[src/rtl/pgm8755_pkg.sv]
// Shared constants and state encoding for the 8755 EPROM read path.
package pgm8755_pkg;

    localparam int ADDR_W      = 11;
    localparam int DATA_W      = 8;
    localparam int EPROM_BYTES = 2048;

    localparam logic IOM_MEM = 1'b0;

    typedef enum logic [2:0] {
        IDLE    = 3'd0,
        ALE_HI  = 3'd1,
        ALE_LO  = 3'd2,
        RD_LO   = 3'd3,
        RD_HI   = 3'd4,
        HANDOFF = 3'd5,
        FINISH  = 3'd6
    } rdr_state_t;

endpackage

[src/rtl/eprom_reader_phase_timer.sv]
// Bus phase timer: counts clock cycles inside one 8755 bus phase and flags the
// last cycle; it restarts from zero whenever the reader changes state.
module phase_timer #(
    parameter int PHASE_CYCLES = 25
) (
    input  logic clk,
    input  logic rst,
    input  logic clear_i,
    output logic tc_o
);

    localparam int CNT_W = (PHASE_CYCLES > 2) ? $clog2(PHASE_CYCLES) : 1;
    localparam logic [CNT_W-1:0] LAST = CNT_W'(PHASE_CYCLES - 1);

    logic [CNT_W-1:0] cnt_q;
    logic [CNT_W-1:0] cnt_d;

    assign tc_o = (cnt_q == LAST);

    // next count: wrap at the terminal value or on a state change
    always_comb begin
        if (clear_i || tc_o) begin
            cnt_d = {CNT_W{1'b0}};
        end else begin
            cnt_d = cnt_q + CNT_W'(1);
        end
    end

    // count register
    always_ff @(posedge clk) begin
        if (rst) begin
            cnt_q <= {CNT_W{1'b0}};
        end else begin
            cnt_q <= cnt_d;
        end
    end

endmodule

[src/rtl/eprom_reader.sv]
// 8755 EPROM reader: runs ALE/RD cycles on the multiplexed AD bus and streams
// each byte out over valid/ready. Optional running checksum: PGM8755_RDR_CHECKSUM_EN.
module eprom_reader
    import pgm8755_pkg::*;
#(
    parameter int PHASE_CYCLES = 25
) (
    input  logic              clk,
    input  logic              rst,
    input  logic              start,
    input  logic [ADDR_W-1:0] base_addr,
    input  logic [ADDR_W:0]   count,
    output logic              busy,
    output logic              done,
    output logic [DATA_W-1:0] data_out,
    output logic [ADDR_W-1:0] data_addr,
    output logic              data_valid,
    input  logic              data_ready,
    output logic [7:0]        ad_out,
    output logic              ad_oe,
    input  logic [7:0]        ad_in,
    output logic [ADDR_W-9:0] a_hi,
    output logic              ale,
    output logic              rd_n,
    output logic              iom,
    output logic              ce
`ifdef PGM8755_RDR_CHECKSUM_EN
    ,
    output logic [7:0]        checksum
`endif
);

    localparam int CNT_W = ADDR_W + 1;
    localparam logic [CNT_W-1:0] MAX_CNT = CNT_W'(EPROM_BYTES);

    rdr_state_t        state_q, state_d;
    logic [ADDR_W-1:0] addr_q, addr_d;
    logic [CNT_W-1:0]  rem_q, rem_d;
    logic [DATA_W-1:0] data_q, data_d;
    logic [ADDR_W-1:0] data_addr_q, data_addr_d;
    logic              busy_q, busy_d;
    logic              done_q, done_d;
    logic              valid_q, valid_d;
    logic [7:0]        ad_out_q, ad_out_d;
    logic              ad_oe_q, ad_oe_d;
    logic [ADDR_W-9:0] a_hi_q, a_hi_d;
    logic              ale_q, ale_d;
    logic              rd_n_q, rd_n_d;
    logic              ce_q, ce_d;
    logic              iom_q;
    logic              phase_tc_s;
    logic              phase_clr_s;

    assign phase_clr_s = (state_d != state_q);

    phase_timer #(
        .PHASE_CYCLES(PHASE_CYCLES)
    ) u_phase_timer (
        .clk    (clk),
        .rst    (rst),
        .clear_i(phase_clr_s),
        .tc_o   (phase_tc_s)
    );

    // sequencing: state, current address, bytes remaining, captured byte
    always_comb begin
        state_d = state_q;
        addr_d  = addr_q;
        rem_d   = rem_q;
        data_d  = data_q;
        case (state_q)
            IDLE: begin
                if (start) begin
                    addr_d  = base_addr;
                    rem_d   = (count > MAX_CNT) ? MAX_CNT : count;
                    state_d = (count == {CNT_W{1'b0}}) ? FINISH : ALE_HI;
                end else begin
                    state_d = IDLE;
                end
            end
            ALE_HI: begin
                if (phase_tc_s) state_d = ALE_LO;
                else            state_d = ALE_HI;
            end
            ALE_LO: begin
                if (phase_tc_s) state_d = RD_LO;
                else            state_d = ALE_LO;
            end
            RD_LO: begin
                if (phase_tc_s) begin
                    data_d  = ad_in;
                    state_d = RD_HI;
                end else begin
                    state_d = RD_LO;
                end
            end
            RD_HI: begin
                if (phase_tc_s) state_d = HANDOFF;
                else            state_d = RD_HI;
            end
            HANDOFF: begin
                if (data_ready) begin
                    rem_d = rem_q - CNT_W'(1);
                    if (rem_q == CNT_W'(1)) begin
                        state_d = FINISH;
                    end else begin
                        addr_d  = addr_q + ADDR_W'(1);
                        state_d = ALE_HI;
                    end
                end else begin
                    state_d = HANDOFF;
                end
            end
            FINISH:  state_d = IDLE;
            default: state_d = IDLE;
        endcase
    end

    // bus and handshake outputs decoded from the state being entered, so the
    // registered pins line up with the state register
    always_comb begin
        busy_d      = 1'b0;
        done_d      = 1'b0;
        valid_d     = 1'b0;
        ad_out_d    = 8'h00;
        ad_oe_d     = 1'b0;
        a_hi_d      = {(ADDR_W-8){1'b0}};
        ale_d       = 1'b0;
        rd_n_d      = 1'b1;
        ce_d        = 1'b0;
        data_addr_d = data_addr_q;
        case (state_d)
            ALE_HI, ALE_LO: begin
                busy_d   = 1'b1;
                ce_d     = 1'b1;
                ad_oe_d  = 1'b1;
                ad_out_d = addr_d[7:0];
                a_hi_d   = addr_d[ADDR_W-1:8];
                ale_d    = (state_d == ALE_HI);
            end
            RD_LO, RD_HI: begin
                busy_d = 1'b1;
                ce_d   = 1'b1;
                a_hi_d = addr_d[ADDR_W-1:8];
                rd_n_d = (state_d != RD_LO);
            end
            HANDOFF: begin
                busy_d      = 1'b1;
                ce_d        = 1'b1;
                valid_d     = 1'b1;
                a_hi_d      = addr_d[ADDR_W-1:8];
                data_addr_d = addr_d;
            end
            FINISH:  done_d = 1'b1;
            IDLE:    busy_d = 1'b0;
            default: busy_d = 1'b0;
        endcase
    end

    // state and output registers
    always_ff @(posedge clk) begin
        if (rst) begin
            state_q     <= IDLE;
            addr_q      <= {ADDR_W{1'b0}};
            rem_q       <= {CNT_W{1'b0}};
            data_q      <= {DATA_W{1'b0}};
            data_addr_q <= {ADDR_W{1'b0}};
            busy_q      <= 1'b0;
            done_q      <= 1'b0;
            valid_q     <= 1'b0;
            ad_out_q    <= 8'h00;
            ad_oe_q     <= 1'b0;
            a_hi_q      <= {(ADDR_W-8){1'b0}};
            ale_q       <= 1'b0;
            rd_n_q      <= 1'b1;
            ce_q        <= 1'b0;
            iom_q       <= IOM_MEM;
        end else begin
            state_q     <= state_d;
            addr_q      <= addr_d;
            rem_q       <= rem_d;
            data_q      <= data_d;
            data_addr_q <= data_addr_d;
            busy_q      <= busy_d;
            done_q      <= done_d;
            valid_q     <= valid_d;
            ad_out_q    <= ad_out_d;
            ad_oe_q     <= ad_oe_d;
            a_hi_q      <= a_hi_d;
            ale_q       <= ale_d;
            rd_n_q      <= rd_n_d;
            ce_q        <= ce_d;
            iom_q       <= IOM_MEM;
        end
    end

`ifdef PGM8755_RDR_CHECKSUM_EN
    logic [7:0] chk_q, chk_d;

    // running sum of handed-off bytes, restarted by an accepted start
    always_comb begin
        if (state_q == IDLE && start) begin
            chk_d = 8'h00;
        end else if (state_q == HANDOFF && data_ready) begin
            chk_d = chk_q + data_q;
        end else begin
            chk_d = chk_q;
        end
    end

    // checksum register
    always_ff @(posedge clk) begin
        if (rst) begin
            chk_q <= 8'h00;
        end else begin
            chk_q <= chk_d;
        end
    end

    assign checksum = chk_q;
`endif

    assign busy       = busy_q;
    assign done       = done_q;
    assign data_out   = data_q;
    assign data_addr  = data_addr_q;
    assign data_valid = valid_q;
    assign ad_out     = ad_out_q;
    assign ad_oe      = ad_oe_q;
    assign a_hi       = a_hi_q;
    assign ale        = ale_q;
    assign rd_n       = rd_n_q;
    assign iom        = iom_q;
    assign ce         = ce_q;

endmodule
[config.mk]
export PLATFORM = sky130hd
export DESIGN_NAME = eprom_reader
export DESIGN_NICKNAME = d
export VERILOG_FILES = /design/src/rtl/pgm8755_pkg.sv /design/src/rtl/eprom_reader_phase_timer.sv /design/src/rtl/eprom_reader.sv
export SDC_FILE = /design/constraint.sdc
export NUM_CORES = 1
export LEC_CHECK = 0
export BUFFER_PORTS_ARGS = -buffer_cell sky130_fd_sc_hd__buf_4
export CAP_MARGIN = 20
export CORE_ASPECT_RATIO = 0.7
export CORE_MARGIN = 2
export CORE_UTILIZATION = 58
export DETAILED_ROUTE_END_ITERATION = 6
export GPL_ROUTABILITY_DRIVEN = 0
export PLACE_DENSITY = 0.95
export SLEW_MARGIN = 20
export SYNTH_ARGS = -nofsm -noshare
export SYNTH_HDL_FRONTEND = slang
export SYNTH_SLANG_ARGS = --single-unit
[constraint.sdc]
create_clock -name clk -period 3.95 [get_ports clk]
set_input_delay 0.1975 -clock clk [delete_from_list [all_inputs] [get_ports clk]]
set_output_delay 0.1975 -clock clk [all_outputs]
set_load 0.02 [all_outputs]
Word-level counts from Yosys, hierarchy flattened
Cells that the tools add are included.

Add/subtract/negate cells: 3. Magnitude comparators: 1. Equal/unequal tests: 17. Mux-type cells: 21. Bitwise logic cells: 3. Reduce and logical (&&, ||, !) cells: 13.

Operators with widths (count): 2-to-1 mux 12 bit (3); 2-to-1 mux 11 bit (3); one-hot mux 12 bit (2 select lines) (1); one-hot mux 11 bit (2 select lines) (1); one-hot mux 3 bit (6 select lines) (1); == test 3 bit, second input constant (5); 2-to-1 mux 3 bit (5); == test 12 x 1 -> 1 bit, second input constant (1); == test 3 x 2 -> 1 bit, second input constant (4); > comparator 12 bit, second input constant (1); zero test 12 bit (1); OR reduction 2 bit (6); subtractor 12 x 1 -> 12 bit, second input constant (1); adder 11 x 1 -> 11 bit, second input constant (1); == test 3 x 1 -> 1 bit, second input constant (2); 2-to-1 mux 1 bit (6); adder 5 x 1 -> 5 bit, second input constant (1); == test 5 bit, second input constant (1); OR reduction 5 bit (1); != test 2 bit, second input constant (2); zero test 3 bit (1); != test 3 x 2 -> 1 bit, second input constant (1); != test 3 bit (1); inverter 1 bit (3); 5 further kinds (5).

Register bits after elaboration: 67. Input port bits: 35. Output and inout port bits: 38. Logic and storage cells: 72.

Longest topological paths before layout
Word-level depth: 8. Mapped depth: 10. Depth with buffers taken out: 8.

By module
A second synthesis with hierarchy kept.

Cell total of the unflattened synthesis: 384. Area total of the unflattened synthesis: 3253.1 um^2.

Modules (own cells, without submodules): eprom_reader (instances 1, cells an instance 362, area each 3040.4 um^2, sequential area each 1241.2 um^2); phase_timer (instances 1, cells an instance 22, area each 212.7 um^2, sequential area each 100.1 um^2).

Worst setup path after synthesis
Ideal clock, no wire load.

Kind: register -> register. Start point: reg rem_q[0]. End point: reg data_addr_q[8] (netlist: data_addr[8]). Library setup time: 0.137 ns. Arrival: 2.025 ns. Data required time: 3.813 ns. Setup slack: 1.788 ns. Stages on the path, launching flop included: 8. Buffers on the path: 0. Clock period less this slack: 2.162 ns. Cell sequence: dfxtp_1 ha_1 or4b_4 nor3_4 nor3_2 mux2_4 a221oi_4 a211oi_1.

Longest elaborated chain between the ends: 5. Elaborated cells on any way between the ends: 8. Those cells by class: eq/ne (2); mux (6).

Ends and longest elaborated chain: start, declared (RTL line eprom_reader.sv:38) `logic [CNT_W-1:0] rem_q, rem_d;`; start signal, assigned (RTL line eprom_reader.sv:165) `rem_q <= {CNT_W{1'b0}};`; start signal, assigned (RTL line eprom_reader.sv:181) `rem_q <= rem_d;`; == test 12 x 1 -> 1 bit (*) (RTL line eprom_reader.sv:104) `if (rem_q == CNT_W'(1)) begin`; 2-to-1 mux 3 bit (RTL line eprom_reader.sv:104); 2-to-1 mux 3 bit (RTL line eprom_reader.sv:102) `if (data_ready) begin`; one-hot mux 3 bit (6 select lines) (RTL line eprom_reader.sv:71) `case (state_q)`; == test 3 bit (RTL line eprom_reader.sv:132) `case (state_d)`; end signal, assigned (RTL line eprom_reader.sv:167) `data_addr_q <= {ADDR_W{1'b0}};`; end signal, assigned (RTL line eprom_reader.sv:183) `data_addr_q <= data_addr_d;`; end, declared (RTL line eprom_reader.sv:40) `logic [ADDR_W-1:0] data_addr_q, data_addr_d;`.

Mark *: on every way between the ends. The rest lies on a longest branch, timed or not. A chain may end at the register's enable or synchronous reset.

Final worst setup path
Start point: reg state_q[2]. End point: reg data_addr_q[9] (netlist: data_addr[9]).

Longest elaborated chain between the ends: 3. Elaborated cells on any way between the ends: 9. Those cells by class: eq/ne (6); mux (2); reduce/logical (1).

Ends and longest elaborated chain: start, declared (RTL line eprom_reader.sv:36) `rdr_state_t state_q, state_d;`; start signal, assigned (RTL line eprom_reader.sv:179) `state_q <= state_d;`; == test 3 bit (tied with other cells) (RTL line eprom_reader.sv:71); one-hot mux 3 bit (6 select lines) (RTL line eprom_reader.sv:71); == test 3 bit (RTL line eprom_reader.sv:132).

Several ways; a longest one is shown, not always the timed one.

==> summary.md <==
| Metric | Value |
|---|---|
| Static Leak | 1.61 nW |
| Largest net degree at the start of global routing | 50 |
| First-pass GRT wire length | 12.5 mm |
| Final Util | 0.734 |
| Vias per cell | 5.96 |
| Initial Util | 0.598 |
| FILL cells | between 300 and 400 |
| Status | finished, final reports clean |
| Synth warnings | 0 |
| Seq/Total Area, Yosys | 0.429 |
| Main area contributors after synthesis | dfxtp_1 (43%), nor2_1 (9.2%), a211oi_1 (3.8%) |
| CP delay by family, top | simple AND/OR/NAND/NOR gates |
| Core area | 5230 µm² |
| H-tree levels | 3 |
| Max-slew violations | 0 |
| Diode count | 0 |
| Final setup vio count | 0 |
| Startpoint Class | flop |
| FF/Latch Area | 1340 µm² |
| Crit-path slowest cell | nor4b_1 |
| Cells after Synth | 369 |
| CTS resizes | 0 |
| Worst IR Drop VDD | 0.266 mV |
| Vias | between 3000 and 4000 |
| Top-area cell type share of the netlist area | 0.429 |
| CP cell instances | nor2b_1, nand2_1, nor4b_1, mux2i_1, a21oi_1, a211oi_1 |
| Hold Crit Class | primary input to flop |
| Met3 wire len | 897 µm |
| Max-cap check violation count | 0 |
| Net Count, Synth | between 400 and 500 |
| Yosys cell types | 56 |
| DR iter-0 viols | between 400 and 500 |
| Post-CTS Setup Inserts | 0 |
| Post-synth top cells | nor2_1 (77), dfxtp_1 (67), a211oi_1 (16), a21oi_1 (16), nand2_1 (16) |
| Worst Max-Slew Pin Slew | 0.753 ns |
| Period utilisation layout | 0.654 |
| Place WS | between 1 and 1.5 ns |
| Antenna viol nets, final | 0 |
| Slew HR | 0.497 |
| Area of the multi-input gates | between 1500 and 2000 µm² |
| Final TNS setup | 0 ns |
| Syn-to-layout area delta | 22.8% |
| Post-synth EDFFs | 0 |
| GR Overflow Total | 0 |
| CTS tree | done |
| Largest area contributor in the netlist | dfxtp_1 |
| Critical path class | flop to flop |
| Clock latency on the worst-skew pair | 0.35 ns |
| Final Worst Setup Slack | 1.37 ns |
| Worst EP required | 4.21 ns |
| Post-DP HPWL | around 5.5 mm |
| Number of buffers added on ports | between 70 and 80 |
| Width of the die | 91.8 µm |
| Share of cells above drive strength 1 | 0.232 |
| Post-synthesis async set-or-reset flop share | 0 |
| Hold_ws | roughly 0.09 ns |
| Register bit total from synthesis | 67 |
| Highest metal layer with signal wires | met4 |
| Die ar. | 6010 µm² |
| First-pass iteration count of the detailed router | 5 |
| Data arrival, critical path | 2.85 ns |
| Initial antenna violation count | 0 |
| Mapped cell area | 3130 µm² |
| WL met1 | 3.29 mm |
| Hold_buf cts | 0 |
| Vias in the first global route | 2674 |
| Root Buffer | clkbuf_8 |
| Routed len/inst | 15.1 µm |
| FMAX | 387 MHz |
| Top_reg_cell synth | dfxtp_1 |
| CP endpoint kind | flop |
| Row cnt | 22 |
| Clock Tree Buf Depth | 2 |
| WL met2 | 3.33 mm |
| Max incr delay on CP | 0.59 ns |
| Die Span Y | 65.4 µm |
| Clock-pin slew on the worst setup and hold paths | 0.07 ns |
| TritonCTS Sinks | 67 |
| Total track usage | 0.266 |
| Clock Skew | around 0.011 ns |
| Syn avg cell area | 8.48 µm² |
| RSZ-0062 raised after global routing | no |
| Cts bufs inserted | 9 |
| Most frequent cell after synthesis | nor2_1 |
| Post-route minimum period | 2.58 ns |
| Nets@finish | 471 |
| Number of remaining DRC errors | 0 |
| WP buf/inv | 0 |
| Fin. Hold Viols | 0 |
| CP Max Fanout | 25 |
| Pwr dens | 368 nW/µm² |
| IO Count | 73 |
| Routed wire length | 7.67 mm |
-- power breakdown --
group	switching, mW	internal (mW)	leakage, nW
combinational	0.116	0.0837	0.980
clock	0.263	0.225	0.0852
sequential	0.0255	0.701	0.546
-- flip-flops by register name, summed over array words and instances (netlist names), 3 cells and up --
register / cells
a_hi: 3
addr_q: 11
data_out: 8
u_phase_timer.cnt_q: 5
ad_out: 8
data_addr: 11
state_q: 3
rem_q: 12
-- worst paths after layout --
kind / cells after the start / from / to / slack, ns
min: 3 / ad_in[7] / data_out[7]$_SDFFE_PP0P_ / 0.09
min reg2reg: 1 / u_phase_timer.cnt_q[0]$_SDFF_PP0_ / u_phase_timer.cnt_q[0]$_SDFF_PP0_ / 0.47
max: 6 / state_q[2]$_SDFF_PP0_ / data_addr[9]$_SDFFE_PP0P_ / 1.37
max reg2reg: 6 / state_q[2]$_SDFF_PP0_ / data_addr[9]$_SDFFE_PP0P_ / 1.37
-- per-stage QoR --
step                instance area, µm²  std cells  total power, mW
global placement                  3670        492            0.930
detailed placement                3670        492            0.936
CTS                               3840        508             1.42
floorplan                         3130        369            0.863
finish                            3840        508             1.41
global route                      3840        508             1.48
-- worst register-to-register path, cell delays in order, from the launching register on --
cell and delay (ns):
dfxtp_1 0.51, nor2b_1 0.34, nand2_1 0.52, nor4b_1 0.59, mux2i_1 0.23, a21oi_1 0.09
a211oi_1 0.23
-- placed cells by master (no fill, tap or decap), drive strengths merged, types with 5 or more instances in the layout --
cell type	instances
mux2i	11
inv	11
a221oi	5
nor2b	6
o21ai	13
nor2	77
dfxtp	67
a22o	6
clkbuf	9
nor4	11
a21oi	16
a211oi	16
nand2	16
buf	74
ha	5
nor3	13
a22oi	5
nand3	13
-- final cells by class --
class	instances	share of cell area
Timing Repair Buffer	74	0.145
Tap cell	72	0.0235
Clock buffer	9	0.0323
Sequential cell	67	0.349
Inverter	10	0.00978
Clock inverter	7	0.0114
Multi-Input combinational cell	269	0.429
-- metal layers --
layer  track usage  vias up
met5             0        -
met4         0.106        0
met3        0.0677       20
met2         0.412      196
met1         0.359     1359
li1              -     1451
-- kinds of logic (layout without fill, tap and decap cells) --
family                   Yosys count  count (layout)  share of synthesized area
multiplexers                      12              12                     0.0400
flip-flops                        67              67                      0.429
other                              1               1                    0.00120
adder cells (fa/ha/maj)            5               5                     0.0200
XOR/XNOR                           6               6                     0.0168
AND/OR/NAND/NOR                  168             168                      0.273
AO/OA/AOI/OAI                     77              77                      0.176
buffers and inverters             33             100                     0.0444
Note: power is estimated with default switching activity, not from simulation.
